**src/rtl/pcie_c2h_dsc_ring.sv**
```systemverilog
// C2H descriptor-bypass ring: each channel issues fixed-size host buffers in ring order,
// gated by enable, engine ready and per-channel buffer credits.
module pcie_c2h_dsc_ring #(
    parameter int unsigned NUM_CH    = 1,
    parameter int unsigned NUM_BUFS  = 16,
    parameter int unsigned BUF_BYTES = 4096,
    parameter logic [63:0] BASE_ADDR = 64'h1_0000_0000,
    parameter logic [15:0] CTL_VALUE = 16'h0
) (
    input  logic                 axi_aclk,
    input  logic                 axi_aresetn,
    input  logic [NUM_CH-1:0]    enable,
    input  logic [NUM_CH-1:0]    dsc_byp_ready,
    output logic [NUM_CH-1:0]    dsc_byp_load,
    output logic [64*NUM_CH-1:0] dsc_byp_dst_addr,
    output logic [64*NUM_CH-1:0] dsc_byp_src_addr,
    output logic [28*NUM_CH-1:0] dsc_byp_len,
    output logic [16*NUM_CH-1:0] dsc_byp_ctl,
    input  logic [NUM_CH-1:0]    credit_ret,
    output logic [9*NUM_CH-1:0]  credits,
    output logic [16*NUM_CH-1:0] wrap_cnt,
    output logic [NUM_CH-1:0]    credit_err
);
    localparam int unsigned IdxW     = $clog2(NUM_BUFS);
    localparam int unsigned BufShift = $clog2(BUF_BYTES);
    localparam logic [8:0]  CredMax  = 9'(NUM_BUFS);
    localparam logic [27:0] LenValue = 28'(BUF_BYTES);

    typedef enum logic [1:0] {StIdle, StArm, StLoad} state_e;

    // Reset asserts asynchronously but releases only after two clean clock edges.
    logic [1:0] rst_sync_q;
    logic       rst_n;

    always_ff @(posedge axi_aclk or negedge axi_aresetn) begin
        if (!axi_aresetn) begin
            rst_sync_q <= 2'b00;
        end else begin
            rst_sync_q <= {rst_sync_q[0], 1'b1};
        end
    end

    assign rst_n = rst_sync_q[1];

    for (genvar c = 0; c < NUM_CH; c++) begin : g_ch
        localparam logic [63:0] ChFirstBuf = 64'(c) * 64'(NUM_BUFS);
        localparam logic [63:0] ChAddr     = BASE_ADDR + (ChFirstBuf << BufShift);

        state_e          state_q, state_d;
        logic            load_q, load_d;
        logic [IdxW-1:0] idx_q, idx_d;
        logic [8:0]      cred_q, cred_d;
        logic [15:0]     wrap_q, wrap_d;
        logic            err_q, err_d;
        logic [63:0]     dst_q, dst_d;

        always_comb begin
            state_d = state_q;
            load_d  = 1'b0;
            idx_d   = idx_q;
            wrap_d  = wrap_q;
            unique case (state_q)
                StIdle: begin
                    if (enable[c]) begin
                        state_d = StArm;
                    end
                end
                StArm: begin
                    if (!enable[c]) begin
                        state_d = StIdle;
                    end else if (dsc_byp_ready[c] && (cred_q != 9'd0)) begin
                        state_d = StLoad;
                        load_d  = 1'b1;
                    end
                end
                StLoad: begin
                    // A started load always completes; enable is re-checked in ARM.
                    state_d = StArm;
                    idx_d   = idx_q + 1'b1;
                    if (&idx_q) begin
                        wrap_d = wrap_q + 16'd1;
                    end
                end
                default: state_d = StIdle;
            endcase
        end

        // Address tracks the index register so it is already valid when LOAD begins.
        assign dst_d = BASE_ADDR + ((ChFirstBuf + 64'(idx_d)) << BufShift);

        always_comb begin
            cred_d = cred_q;
            err_d  = err_q;
            if (credit_ret[c] && !load_q) begin
                if (cred_q == CredMax) begin
                    err_d = 1'b1;
                end else begin
                    cred_d = cred_q + 9'd1;
                end
            end else if (!credit_ret[c] && load_q) begin
                cred_d = cred_q - 9'd1;
            end
        end

        always_ff @(posedge axi_aclk or negedge rst_n) begin
            if (!rst_n) begin
                state_q <= StIdle;
                load_q  <= 1'b0;
                idx_q   <= '0;
                cred_q  <= CredMax;
                wrap_q  <= 16'd0;
                err_q   <= 1'b0;
                dst_q   <= ChAddr;
            end else begin
                state_q <= state_d;
                load_q  <= load_d;
                idx_q   <= idx_d;
                cred_q  <= cred_d;
                wrap_q  <= wrap_d;
                err_q   <= err_d;
                dst_q   <= dst_d;
            end
        end

        assign dsc_byp_load[c]               = load_q;
        assign dsc_byp_dst_addr[64*c +: 64]  = dst_q;
        assign dsc_byp_src_addr[64*c +: 64]  = 64'd0;
        assign dsc_byp_len[28*c +: 28]       = LenValue;
        assign dsc_byp_ctl[16*c +: 16]       = CTL_VALUE;
        assign credits[9*c +: 9]             = cred_q;
        assign wrap_cnt[16*c +: 16]          = wrap_q;
        assign credit_err[c]                 = err_q;
    end

endmodule

```
**config.mk**
```make
export PLATFORM = sky130hd
export DESIGN_NAME = pcie_c2h_dsc_ring
export DESIGN_NICKNAME = d
export VERILOG_FILES = /design/src/rtl/pcie_c2h_dsc_ring.sv
export SDC_FILE = /design/constraint.sdc
export NUM_CORES = 1
export LEC_CHECK = 0
export ABC_CLOCK_PERIOD_IN_PS = 1250
export CORE_UTILIZATION = 31
export DETAILED_ROUTE_END_ITERATION = 12
export PLACE_DENSITY = 0.71
export SETUP_SLACK_MARGIN = 0.1
export SLEW_MARGIN = 15
export SYNTH_ARGS = -nofsm -noshare
export SYNTH_HDL_FRONTEND = slang
export SYNTH_SLANG_ARGS = --single-unit
```
**constraint.sdc**
```tcl
create_clock -name axi_aclk -period 1.25 [get_ports axi_aclk]
set_input_delay 0.25 -clock axi_aclk [delete_from_list [all_inputs] [get_ports axi_aclk]]
set_output_delay 0.25 -clock axi_aclk [all_outputs]
set_load 0.05 [all_outputs]
```
Word-level counts from Yosys, hierarchy flattened
Index checks and enable logic that the tools add are counted.
{"block": "op_classes", "addsub": 5, "mul": 0, "div_mod_pow": 0, "n_lt_le_gt_ge": 0, "n_eq_ne": 6, "n_shift": 0, "mux": 11, "bitwise": 0, "reduce_logical": 12}
{"cell": "33-bit by 16-bit adder with 34-bit output, first input constant", "n": 1}
{"cell": "9-bit 2-to-1 mux", "n": 3}
{"cell": "16-bit by 1-bit adder with 16-bit output, second input constant", "n": 1}
{"cell": "9-bit by 1-bit adder with 9-bit output, second input constant", "n": 1}
{"cell": "9-bit by 5-bit == test with 1-bit output, second input constant", "n": 1}
{"cell": "9-bit nonzero test", "n": 1}
{"cell": "9-bit by 1-bit subtractor with 9-bit output, second input constant", "n": 1}
{"cell": "2-bit 2-to-1 mux", "n": 3}
{"cell": "2-bit one-hot mux with 3 select lines", "n": 1}
{"cell": "2-bit AND reduction", "n": 3}
{"cell": "5-bit AND reduction", "n": 1}
{"cell": "4-bit by 1-bit adder with 4-bit output, second input constant", "n": 1}
{"cell": "4-bit 2-to-1 mux", "n": 1}
{"cell": "2-bit != test, second input constant", "n": 2}
{"cell": "1-bit logical AND", "n": 3}
{"cell": "1-bit 2-to-1 mux", "n": 3}
{"cell": "3-bit != test, second input constant", "n": 1}
{"cell": "2-bit by 1-bit == test with 1-bit output, second input constant", "n": 1}
{"cell": "2-bit == test, second input constant", "n": 1}
{"cell": "1-bit zero test", "n": 2}
{"cell": "2-bit zero test", "n": 1}
{"cell": "2-bit nonzero test", "n": 1}
{"block": "word_totals", "reg_bits": 69, "latchBits": 0, "ramBits": 0, "mem_bits_ro": 0, "out_inout_bits": 199, "word_cells": 42, "mem_count": 0}

Longest topological paths before layout
{"block": "depth", "depth_word": 5, "depth_mapped": 8}

Worst setup path after synthesis
OpenSTA, ideal clock, no wires.
{"block": "synth_path", "path_kind": "register to register", "startpoint": "register g_ch[0].load_q (netlist: dsc_byp_load)", "endpoint": "register g_ch[0].cred_q[8] (netlist: credits[8])", "setup_time_ns": 0.082, "arrival_ns": 2.389, "path_slack_ns": -1.220, "stages_incl_launch_ff": 9, "n_path_buf": 0, "period_less_slack_ns": 2.470, "path_cell_list": "dfrtp_1 > nand2b_1 > inv_1 > fa_1 > nand2b_1 > a21oi_1 > o32a_1 > mux2_4 > mux2i_1"}
{"block": "synth_between", "elab_chain_len": 4}
{"item": "start, declared", "line": "50", "source": "logic load_q, load_d;"}
{"item": "start signal, assigned", "line": "116", "source": "load_q <= load_d;"}
{"item": "1-bit zero test", "line": "94", "source": "if (credit_ret[c] && !load_q) begin"}
{"item": "1-bit logical AND", "line": "94"}
{"item": "2-bit != test (no line) or 2-bit nonzero test (tied branches)"}
{"item": "2-bit AND reduction (no line)"}
{"item": "end signal, assigned", "line": "110", "source": "cred_q <= CredMax;"}
{"item": "end signal, assigned", "line": "118", "source": "cred_q <= cred_d;"}
{"item": "end, declared", "line": "52", "source": "logic [8:0] cred_q, cred_d;"}
Parallel ways exist; a longest one is shown, timed or not.
A chain may end at the register's enable or synchronous reset.

Worst setup path after layout
Ends and elaborated chain as after synthesis.

==> results.tsv <==
stage	metric	value	unit
synth	avgSynthCellArea	9.24	sq um
cts	cts.reportedPaths.clkPinSlew	80	ps
synth	yosysWarningCount	0	
worst_setup_path	worst_r2r_path_depth	7	
timing	fin_crit	2080	ps
detailed_routing	drtIter0Drc	16	
timing	setup_ws	-833	ps
floorplan	ios	204	
power_and_ir_drop	ir_drop	0.00122	V
finish	drive_gt1_share	38.7	%
outcome	violations	negative setup slack	
worst_setup_path	cp-startpoint	dsc_byp_load$_DFF_PN0_	
worst_setup_path	cp_data_arrival_time	2280	ps
floorplan	start_util	32.6	%
timing	fmax	0.480	GHz
timing	fin_hold_ws	136	ps
global_route	grt_first_pass_wirelength	8470	um
finish	synthToLayoutAreaGrowth	41.7	%
synth	synthSimpleGateAreaFrac	9.52	%
cts	cts_hold_buf	0	
timing	drv_slew	0	
cts	cts.sinks	35	
global_route	grt_max_degree	18	
timing	timing_hold_violations_final	0	
global_route	antenna_found_initial	0	
global_route	overflow	0	
worst_setup_path	cp-start-kind	flip-flop	
timing	rsz0062_at_grt	true	
worst_setup_path	crit_fanout	5	
floorplan	core_area	9370	sq um
finish	nFillCells	872	
synth	synth-seq-area-share	28.8	%
detailed_routing	drtPass1Iterations	4	
min_path	hold_class	input port to asynchronous set/reset pin	
detailed_routing	num_vias	2074	
global_route	grt_pass1_vias	1753	
timing	fin_worst_skew	10.2	ps
worst_setup_path	end_kind	flip-flop	
timing	setup_viol	34	
floorplan	die-area	10200	sq um
finish	seq_area	895	sq um
placed_design	globalplace.congestion	0.829	
cts	cts_buffers	5	
synth	syn_area	3050	sq um
floorplan	rows	35	
power_and_ir_drop	pwr_density_cell	1890	nW/um^2
cts	root_buffer	clkbuf_8	
detailed_routing	antenna_left	0	
detailed_routing	wl_per_cell	9.85	um
power_and_ir_drop	leakagePower	2.25	nW
cts	clk_path_buf_depth	2	
cts	cts_tree	yes	
detailed_routing	avgViaCountPerCell	3.55	
worst_setup_path	cp_data_required_time	1450	ps
outcome	status	finished, violations left	
detailed_routing	remaining_drc_errors	0	
run	max-cap-violations	0	
detailed_routing	wirelength	5760	um
placed_design	dp_hpwl	4190	um
placed_design	io_buffers	35	
finish	multi_input_area	1740	sq um
synth	ys_seq_elements	35	
cts	clk_latency	280	ps
finish	final_cells	584	
worst_setup_path	reg2reg_from	dsc_byp_load$_DFF_PN0_	
placed_design	place_inst	547	
floorplan	fp.dieH	101	um
synth	synthCells	330	
timing	fin_crit_sh	167	%
synth	synth_fa_ha_area_share	4.35	%
synth	synth_xor_area_share	7.18	%
finish	antenna-diode-count	0	
floorplan	die_w	101	um
finish	fin_nets	469	
synth	synth_compound_area_share	5.17	%
synth	ys_types	39	
global_route	grt_use_total	10.5	%
worst_setup_path	crit_type	flip-flop to flip-flop	
synth	synth_top_family_by_area	buffers and inverters	
synth	synth_mux_area_share	2.21	%
cts	h-tree-depth	2	
[critical path, stage by stage (launching register included)]
cell and delay [ps]:
dfrtp_2 420, nand2b_4 200, ha_4 240, o211ai_1 300, a21oi_4 50, o32a_1 340
mux2_4 310, mux2i_1 140
[metal layers]
layer	routed length, um	track usage (%)	share of wire, %
met1	2200	12.8	38
met2	3170	18.7	55
met3	342	2.62	5.9
met4	41	2.45	0.71
met5	0	0	0
[registers in the layout, indices dropped and copies added, names as in the netlist]
| signal | count |
|---|---|
| credit_err | 1 |
| credits | 9 |
| dsc_byp_dst_addr | 4 |
| dsc_byp_load | 1 |
| g_ch.state_q | 2 |
| rst_sync_q | 2 |
| wrap_cnt | 16 |
[power by group]
group	switching, mW	leakage, nW	internal (mW)
Clock	0.400	0.0422	0.391
Combinational	3.25	1.78	2.49
Sequential	0.233	0.429	1.40
Total	3.88	2.25	4.28
[path summary, 6_finish.rpt]
path,endpoint,slack [ps]
max,credits[8]$_DFFE_PN0P_,-830
min,rst_sync_q[0]$_DFF_PN0_,140
max reg2reg,credits[8]$_DFFE_PN0P_,-830
min reg2reg,wrap_cnt[1]$_DFFE_PN0P_,210
max in group asynchronous,credits[4]$_DFFE_PN1P_,770
min in group axi_aclk,rst_sync_q[1]$_DFF_PN0_,350
[per-stage QoR]
| stage | utilization (%) | power (mW) | instance area [sq um] | setup TNS [ps] | setup WS (ps) |
|---|---|---|---|---|---|
| global route | 46.1 | 8.61 | 4320 | -10520 | -896 |
| global placement | 40.0 | 6.60 | 3750 | -8780 | -1070 |
| finish | 46.1 | 8.17 | 4320 | -7740 | -833 |
| CTS | 44.5 | 7.96 | 4170 | -7060 | -792 |
| floorplan | - | 5.08 | 3790 | -10180 | -864 |
| detailed placement | 40.0 | 6.65 | 3750 | -9330 | -1130 |
[what timing repair did]
action | CTS | global route
pin swaps | 12 | 8
buffers inserted | 18 | 16
resized for setup | 48 | 22
hold endpoints to repair | 0 | 0
cloned | 1 | 0
setup endpoints to repair | 58 | 60
[final cells by class]
cell class	count	area share [%]
Tap cell	129	3.73
Clock inverter	1	0.116
Timing Repair Buffer	119	33.0
Sequential cell	35	20.7
Inverter	5	0.434
Multi-Input combinational cell	288	40.3
Clock buffer	7	1.77
[cell families after synthesis]
logic type      Yosys count
buf+inv                 175
fa+ha+maj                10
compound gates           25
mux                       6
xor+xnor                 25
simple gates             52
other cells               2
flops                    35
[Yosys cell counts, drive strengths merged]
cell	count	area, sq um
nand2b	5	31.3
nor2b	1	6.26
buf	170	1280
o211ai	2	15.0
o21ai	9	45.0
nor4	2	18.8
a211oi	2	15.0
xor2	14	123
mux2i	3	30.0
nand3	4	20.0
fa	1	20.0
conb	2	7.51
and2b	1	7.51
and3	3	18.8
nor2	12	52.6
xnor2	11	96.3
ha	9	113
nand4	6	52.6
dfstp	1	26.3
o21a	1	7.51
a21oi	5	25.0
mux2	3	37.5
dfrtp	34	851
nand2	14	52.6
a211o	1	8.76
inv	5	18.8
o31ai	1	7.51
nor3	4	30.0
a31oi	1	6.26
o32a	1	10.0
a41o	1	10.0
a21o	1	7.51
[cells in the final DEF (no fill, tap or decap), types with 5 or more instances in the layout]
master	instances
nand4_1	5
conb_1	169
dfrtp_1	20
o21ai_1	6
nor2_4	5
buf_4	48
buf_6	36
xnor2_1	10
dfrtp_2	14
clkbuf_8	5
xor2_1	14
nand2_1	12
ha_1	5
buf_12	31
Note: power is estimated with default switching activity, not from simulation.
